### src/rtl/ks_subtractor_pipe.sv
`default_nettype none
// +--------------------------------------------------------------------------+
// | ks_subtractor_pipe : 3-stage Kogge-Stone subtractor, valid/ready, flags   |
// | Optional clamp on signed overflow: KS_SUB_SATURATE_EN     Rev 1.0         |
// +--------------------------------------------------------------------------+
module ks_subtractor_pipe #(
  parameter int WIDTH = 64,
  parameter int SPLIT = $clog2(WIDTH) / 2
) (
  input  logic             clk,
  input  logic             rst,
  input  logic             in_valid,
  output logic             in_ready,
  input  logic [WIDTH-1:0] a,
  input  logic [WIDTH-1:0] b,
  input  logic             bin,
  output logic             out_valid,
  input  logic             out_ready,
  output logic [WIDTH-1:0] diff,
  output logic             bout,
  output logic             zero,
  output logic             neg,
  output logic             ovf
);

  localparam int LEVELS = $clog2(WIDTH);

  logic             adv;

  logic             v1_q, v1_d;
  logic [WIDTH-1:0] a1_q, a1_d;
  logic [WIDTH-1:0] nb1_q, nb1_d;
  logic             c01_q, c01_d;

  logic             v2_q, v2_d;
  logic [WIDTH-1:0] g2_q, g2_d;
  logic [WIDTH-1:0] p2_q, p2_d;
  logic [WIDTH-1:0] p02_q, p02_d;
  logic             c02_q, c02_d;
  logic             amsb2_q, amsb2_d;
  logic             bmsb2_q, bmsb2_d;

  logic             v3_q, v3_d;
  logic [WIDTH-1:0] diff3_q, diff3_d;
  logic             bout3_q, bout3_d;
  logic             zero3_q, zero3_d;
  logic             neg3_q, neg3_d;
  logic             ovf3_q, ovf3_d;

  logic [WIDTH-1:0] p0_s1, g_pre, p_pre;
  logic [WIDTH-1:0] g_fin, p_fin, carry, diff_raw, diff_fin;
  logic             ovf_raw;

  // One shared enable: the whole pipe moves or the whole pipe holds.
  assign adv       = ~v3_q | out_ready;
  assign in_ready  = adv;
  assign out_valid = v3_q;
  assign diff      = diff3_q;
  assign bout      = bout3_q;
  assign zero      = zero3_q;
  assign neg       = neg3_q;
  assign ovf       = ovf3_q;

  always_comb begin
    v1_d  = in_valid;
    a1_d  = a;
    nb1_d = ~b;
    c01_d = ~bin;
  end

  // Carry-in is folded into bit 0's generate so the prefix tree yields carries directly.
  always_comb begin
    p0_s1    = a1_q ^ nb1_q;
    g_pre    = a1_q & nb1_q;
    g_pre[0] = g_pre[0] | (p0_s1[0] & c01_q);
    p_pre    = p0_s1;
    for (int l = 0; l < SPLIT; l++) begin
      g_pre = g_pre | (p_pre & (g_pre << (2 ** l)));
      p_pre = p_pre & ((p_pre << (2 ** l)) | ~({WIDTH{1'b1}} << (2 ** l)));
    end
    v2_d    = v1_q;
    g2_d    = g_pre;
    p2_d    = p_pre;
    p02_d   = p0_s1;
    c02_d   = c01_q;
    amsb2_d = a1_q[WIDTH-1];
    bmsb2_d = ~nb1_q[WIDTH-1];
  end

  always_comb begin
    g_fin = g2_q;
    p_fin = p2_q;
    for (int l = SPLIT; l < LEVELS; l++) begin
      g_fin = g_fin | (p_fin & (g_fin << (2 ** l)));
      p_fin = p_fin & ((p_fin << (2 ** l)) | ~({WIDTH{1'b1}} << (2 ** l)));
    end
    carry    = {g_fin[WIDTH-2:0], c02_q};
    diff_raw = p02_q ^ carry;
    ovf_raw  = (amsb2_q != bmsb2_q) && (diff_raw[WIDTH-1] != amsb2_q);
`ifdef KS_SUB_SATURATE_EN
    if (ovf_raw) begin
      diff_fin = amsb2_q ? {1'b1, {(WIDTH-1){1'b0}}} : {1'b0, {(WIDTH-1){1'b1}}};
    end else begin
      diff_fin = diff_raw;
    end
`else
    diff_fin = diff_raw;
`endif
    v3_d    = v2_q;
    diff3_d = diff_fin;
    bout3_d = ~g_fin[WIDTH-1];
    zero3_d = (diff_fin == '0);
    neg3_d  = diff_fin[WIDTH-1];
    ovf3_d  = ovf_raw;
  end

  always_ff @(posedge clk) begin
    if (rst) begin
      v1_q    <= 1'b0;
      a1_q    <= '0;
      nb1_q   <= '0;
      c01_q   <= 1'b0;
      v2_q    <= 1'b0;
      g2_q    <= '0;
      p2_q    <= '0;
      p02_q   <= '0;
      c02_q   <= 1'b0;
      amsb2_q <= 1'b0;
      bmsb2_q <= 1'b0;
      v3_q    <= 1'b0;
      diff3_q <= '0;
      bout3_q <= 1'b0;
      zero3_q <= 1'b0;
      neg3_q  <= 1'b0;
      ovf3_q  <= 1'b0;
    end else if (adv) begin
      v1_q    <= v1_d;
      a1_q    <= a1_d;
      nb1_q   <= nb1_d;
      c01_q   <= c01_d;
      v2_q    <= v2_d;
      g2_q    <= g2_d;
      p2_q    <= p2_d;
      p02_q   <= p02_d;
      c02_q   <= c02_d;
      amsb2_q <= amsb2_d;
      bmsb2_q <= bmsb2_d;
      v3_q    <= v3_d;
      diff3_q <= diff3_d;
      bout3_q <= bout3_d;
      zero3_q <= zero3_d;
      neg3_q  <= neg3_d;
      ovf3_q  <= ovf3_d;
    end
  end

endmodule
`default_nettype wire

### config.mk
export PLATFORM = sky130hd
export DESIGN_NAME = ks_subtractor_pipe
export DESIGN_NICKNAME = d
export VERILOG_FILES = /design/src/rtl/ks_subtractor_pipe.sv
export SDC_FILE = /design/constraint.sdc
export NUM_CORES = 1
export LEC_CHECK = 0
export ABC_CLOCK_PERIOD_IN_PS = 1850
export BUFFER_PORTS_ARGS = -buffer_cell sky130_fd_sc_hd__buf_4
export CAP_MARGIN = 15
export CELL_PAD_IN_SITES_DETAIL_PLACEMENT = 1
export CELL_PAD_IN_SITES_GLOBAL_PLACEMENT = 1
export CORE_ASPECT_RATIO = 0.8
export CORE_UTILIZATION = 38
export CTS_BUF_LIST = sky130_fd_sc_hd__clkbuf_4 sky130_fd_sc_hd__clkbuf_8
export DETAILED_ROUTE_END_ITERATION = 10
export GPL_TIMING_DRIVEN = 1
export PLACE_DENSITY = 0.85
export RECOVER_POWER = 25
export SLEW_MARGIN = 20
export SYNTH_ARGS = -nofsm -noshare
export SYNTH_HDL_FRONTEND = slang
export SYNTH_SLANG_ARGS = --single-unit
export TNS_END_PERCENT = 1
### constraint.sdc
create_clock -name clk -period 1.85 [get_ports clk]
set_input_delay 0.0925 -clock clk [delete_from_list [all_inputs] [get_ports clk]]
set_output_delay 0.0925 -clock clk [all_outputs]
set_load 0.01 [all_outputs]
# Word-level counts from Yosys, hierarchy flattened

Index checks and enable logic that the tools add are counted.

Register bits: 395
Bits in latches: 0
Bits in writable memories: 0
Bits in read-only memories: 0
Input port bits: 133
Output and inout port bits: 70
Word-level logic and storage cells: 49
Memories kept: 0

$add $sub $neg: 0
Multipliers: 0
Div/mod/pow operators: 0
Magnitude comparators: 0
Equality and inequality tests: 2
Shift-type cells: 0
Mux-type cells: 0
Bitwise logic cells: 28
Reduce and logical (&&, ||, !) cells: 2

Operator list:

| kind                | count |
|---|---|
| $and A64 B64 Y64    | 12 |
| $or A64 B64 Y64     | 6 |
| $xor A64 B64 Y64    | 2 |
| $logic_not A64 Y1   | 1 |
| $not A64 Y64        | 1 |
| $not A1 Y1          | 4 |
| $ne A1 B1 Y1        | 2 |
| $or A1 B1 Y1        | 2 |
| $and A1 B1 Y1       | 1 |
| $logic_and A1 B1 Y1 | 1 |

# Longest topological paths before layout

Depth in word-level cells: 9
Gate-level depth with buffers: 9
Depth with buffers taken out: 9

# Worst setup path after synthesis

OpenSTA, ideal clock, no wires.

Path kind: register -> register
Start: reg g2_q[36]
End: reg zero3_q (netlist: zero)
Library setup time: 0.058 ns
Data arrival time: 1.892 ns
Required time: 1.792 ns
Slack: -0.100 ns
Stages on the path, launching flop included: 8
Period minus slack after synthesis: 1.950 ns
Path through: dfxtp_1 -> or3_1 -> o22a_2 -> mux2_4 -> o311a_1 -> nor4_1 -> nand2_1 -> nand2_1

Word-level cells in the longest chain between the ends: 7

RTL lines:

| item                              | RTL line | text |
|---|---|---|
| start: declaration                | 36       | `logic [WIDTH-1:0] g2_q, g2_d;` |
| start signal: assignment          | 142      | `g2_q <= g2_d;` |
| $and A64 B64 Y64                  | 94       | `g_fin = g_fin \| (p_fin & (g_fin << (2 ** l)));` |
| $or A64 B64 Y64 (*)               | 94       |  |
| $and A64 B64 Y64                  | 94       |  |
| $or A64 B64 Y64 (*) (2 in series) | 94       |  |
| $xor A64 B64 Y64 (*)              | 98       | `diff_raw = p02_q ^ carry;` |
| $logic_not A64 Y1 (*)             | 112      | `zero3_d = (diff_fin == '0);` |
| end signal: assignment            | 151      | `zero3_q <= zero3_d;` |
| end: declaration                  | 46       | `logic zero3_q, zero3_d;` |

Mark *: on every way between the ends. The rest lies on a longest branch, timed or not.
A chain may end at the register's enable or synchronous reset.

# Worst setup path after layout

Start: reg g2_q[0]
End: reg zero3_q (netlist: zero)

Word-level cells in the longest chain between the ends: 8

RTL lines:

| item                  | RTL line |
|---|---|
| $and A64 B64 Y64      | 94 |
| $or A64 B64 Y64 (*)   | 94 |
| $and A64 B64 Y64      | 94 |
| $or A64 B64 Y64 (*)   | 94 |
| $and A64 B64 Y64      | 94 |
| $or A64 B64 Y64 (*)   | 94 |
| $xor A64 B64 Y64 (*)  | 98 |
| $logic_not A64 Y1 (*) | 112 |

Marked as above.

==> results <==
- The flow ran to the end, but the final reports show violations.
- The final reports fail on setup timing.
- Across the routed clock network, the largest skew measured is 0.03937 ns.
- Yosys printed 0 warnings.
- The sequential fraction of design power is 43.5%.
- Of all nets on the critical path, the largest fanout is 3.
- In the synthesized netlist the dominant register cell turns out to be dfxtp_1.
- After detailed routing, the number of vias per cell comes to 5.654.
- The number of rows in the core area is 70.
- After the first detailed-routing iteration, the DRC count stood at 1514.
- The total congestion overflow after global routing is 0.
- The clock passes through at most 3 buffers.
- CTS built an H-tree with a depth of 3.
- The worst hold-check path type is primary input to flop.
- The synthesized design contains 0 enable-type register cells.
- Once routing completed, OpenROAD measured the worst setup slack at -0.4602 ns.
- Routability-driven placement finished with a final weighted congestion of 0.9516.
- Cell internal power was estimated by the tool at 15.09 mW.
- The power share of the clock group is 39.1%.
- For the worst setup path, the data arrival time is 2.90 ns.
- After synthesis, the mean cell area works out to 7.892 sq um.
- The net switching power of the design is 6.082 mW.
- Setup repair after global routing could not meet its margin everywhere.
- The via count of the first global-routing pass came to 20600.
- Measured on the finished design, the core utilization comes to 54.30%.
- The initial core utilization is 38.80%.
- The routed via count is 19650.
- The count of buffers added by post-CTS timing repair for setup is 0.
- The share of synthesized area occupied by flip-flops and latches is 43.23%.
- Setup violations remaining at the end of the flow were counted as 17.
- The floorplan step defined a die boundary enclosing 47920 sq um.
- After detailed routing, the average wire length per cell comes to 21.75 um.
- The clock sink count is 386.
- The HPWL after detailed placement is 51910 um.
- Global routing used 31.08% of the available tracks.
- The power per unit of standard cell area is 846.2 nW/um^2.
- The layout-stage area growth over the synthesis result is 39.96%.
- The area of the mapped netlist is 17870 sq um.
- The adder and majority cell fraction of the synthesized area is 4.480%.
- The CTS tree is done.
- The transition at the pin with the smallest max-transition slack is 1.199 ns.
- The post-route netlist has 23.55% of its cells at a drive strength greater than 1.
- Counting flops with an async set or reset pin after synthesis yields a share of 0%.
- In this run the horizontal extent of the chip is 244.5 um.
- The setup TNS is -2.122 ns.
- The max-slew violation total from the final report is 0.
- The remaining number of nets flagged by the antenna check after routing is 0.
- The count of input and output buffers is 202.
- Synthesis instantiated 77 different standard cells from the library.
- On the final layout, the worst hold slack is 0.01930 ns.
- The TritonCTS buffer count is 67.
- The total I/O pin count is 203.
- The number of register bits inferred by synthesis is 386.
- The area of the placeable core is 46070 sq um.
- The first-pass detailed-route iteration total is 5.
- For the worst-skew pair, the clock arrives at the later sink with an insertion delay of 0.65 ns.
- The sort of element at the start of the critical path is a flop.
- Headroom to the max-slew limit came out at 20.05%.
- The net switching fraction of the power is 28.73%.
- The cell count after synthesis is 2265.
- The total wire length is 75590 um.
- The wire length of the first global-routing pass is 116600 um.
- The multiplexer fraction of the synthesized cell area is 0.4340%.
- The timing-limited maximum frequency is 432.9 MHz.
- The final layout contains 3018 nets.
- The final clock period utilization by the worst path is 124.9%.
- At the worst endpoint, the required time is 2.44 ns.
- The library cell used as clock root buffer is clkbuf_8.
- The clock period minus final worst setup slack is 2.310 ns.
- After Yosys synthesis, XOR and XNOR cells account for 1.666% of the synthesized area.
- Synthesis produced a netlist with a net count of 2462.
- The initial antenna violation count is 2.
- Measured along the y axis, the die boundary spans 196.0 um.
- The clock-pin slew reported for the worst setup and hold paths after clock tree synthesis is 0.06 ns.
- The pre-CTS worst setup slack is -0.6519 ns.
- The class of the most critical setup path is flop to flop.
- Summed over all cells, the static leakage comes to 10.61 nW.
- After detailed routing, the number of remaining DRC violations is 0.
- Across the VDD grid, the largest voltage drop is 0.0005971 V.
- The tool flagged a number of max-cap violations equal to 0.
- The number of hold violations in the final report came to 0.
- STA classifies the critical path endpoint as a flop.
- The largest family of logic cells by synthesized area is compound AO/OA/AOI/OAI gates.
- Entering global routing, the biggest net connects 228 pins.
- Summing the areas of all and, or, nand and nor instances in the mapped netlist gives 22.29% of the synthesized area.
- The synthesized netlist devotes 24.41% of its cell area to compound gates.
- The combinational cell fraction of total power is 17.4%.
layout make-up:
type	count	area (sq um)
tap	612	765.7
multi-input combinational	1718	10040
clock inverter	6	55.05
inverter	23	102.6
sequential	386	7741
antenna	1	2.502
clock buffer	104	1313
fill	5512	21050
timing repair buffer	625	4994
worst max-delay path, stage by stage, from the launching register on:
cell	delay (ns)
dfxtp_1	0.34
buf_4	0.17
a21oi_2	0.26
xnor2_1	0.18
a2111oi_2	0.40
nand4_1	0.20
nand4b_1	0.31
nor4_2	0.25
nand2_1	0.10
nand2_1	0.07
logic make-up (layout without fill, tap and decap cells):
kind of cell | count (synthesis) | after routing
buffers and inverters | 161 | 758
other | 0 | 1
multiplexers | 7 | 7
AO/OA/AOI/OAI | 684 | 684
flip-flops | 386 | 386
AND/OR/NAND/NOR | 929 | 929
adder cells (fa/ha/maj) | 64 | 64
XOR/XNOR | 34 | 34
power groups by stage:
| stage | clock, mW | combinational (mW) | sequential (mW) |
|---|---|---|---|
| global route | 8.76 | 3.94 | 9.24 |
| finish | 8.28 | 3.69 | 9.21 |
| floorplan | 0 | 1.61 | 9.27 |
| global placement | 0 | 3.19 | 9.33 |
| CTS | 8.37 | 3.60 | 9.19 |
| detailed placement | 0 | 3.29 | 9.35 |
layer usage:
metal  track usage, %  vias up  wire length (um)
li1                 -     9107                 -
met1            39.44     9701             32100
met2            52.80      670             36270
met3            5.267      168              4357
met4            11.50        0              2863
met5                0        -                 0
path summary, 6_finish.rpt:
kind / from / end / slack [ns] / cells after the start
worst min register to register: diff[13] / diff[13] / 0.46 / 2
worst max-delay path: g2_q[0] / zero / -0.46 / 9
worst max register to register: g2_q[0] / zero / -0.46 / 9
worst min-delay path: rst / out_valid / 0.02 / 3
metrics by stage:
stage                     cells  total power, mW  cell area (sq um)
final                      3475            21.17              25020
after global routing       3475            21.94              25020
after CTS                  3474            21.16              24930
after detailed placement   3233            12.65              22010
after global placement     3233            12.52              22010
after floorplan            2265            10.87              17900
sequential cells by signal, indices dropped and copies added (netlist names):
register,count
a1_q,64
diff,64
g2_q,64
nb1_q,64
p02_q,63
p2_q,57
amsb2_q,1
bmsb2_q,1
bout,1
c01_q,1
c02_q,1
out_valid,1
ovf,1
v1_q,1
v2_q,1
zero,1
Yosys cell counts (11+ instances only):
library cell / instances / area share, %
xnor2_1: 25 / 1.2
dfxtp_1: 386 / 43
o211ai_1: 20 / 0.84
nand2_1: 439 / 9.2
or3_1: 12 / 0.42
clkbuf_1: 129 / 2.7
a31oi_1: 22 / 0.77
a211oi_1: 99 / 4.2
nor2b_1: 18 / 0.63
a21oi_1: 286 / 8.0
o21ba_2: 11 / 0.62
a21o_1: 44 / 1.8
ha_1: 64 / 4.5
nand4_1: 19 / 0.66
o21ai_0: 52 / 1.5
nor3_1: 65 / 1.8
and3_1: 11 / 0.39
inv_1: 22 / 0.46
o21bai_1: 21 / 0.88
nor2_1: 270 / 5.7
nand3_1: 37 / 1.0
a22oi_1: 43 / 1.8
cells in the final DEF, fill, tap and decap left out, drive strengths merged, types with 5 or more instances in the layout:
| master | instances |
|---|---|
| and2 | 10 |
| nand4 | 19 |
| nor3b | 10 |
| a21boi | 7 |
| o21bai | 21 |
| o22ai | 10 |
| a221oi | 5 |
| a311oi | 7 |
| dfxtp | 386 |
| a32oi | 8 |
| nor3 | 65 |
| o21ba | 12 |
| o21a | 7 |
| xor2 | 9 |
| nor4 | 9 |
| buf | 426 |
| a22oi | 43 |
| clkinv | 5 |
| ha | 64 |
| o211ai | 21 |
| o21ai | 59 |
| nor2 | 270 |
| nor2b | 18 |
| dlygate4sd3 | 130 |
| or4b | 6 |
| a2111oi | 5 |
| and3 | 11 |
| a211oi | 104 |
| a31oi | 23 |
| xnor2 | 25 |
| a21o | 44 |
| or2 | 5 |
| or3 | 13 |
| nand2 | 439 |
| a21oi | 287 |
| nand3 | 37 |
| inv | 23 |
| clkbuf | 172 |
repair_timing:
item                                   CTS  global route
setup endpoints to repair               44           123
pin swaps                                9            14
resized for setup                       56            83
gates cloned                             0             0
hold buffers                           131             0
endpoints found under the hold margin  133             0
Note: power is estimated with default switching activity, not from simulation.
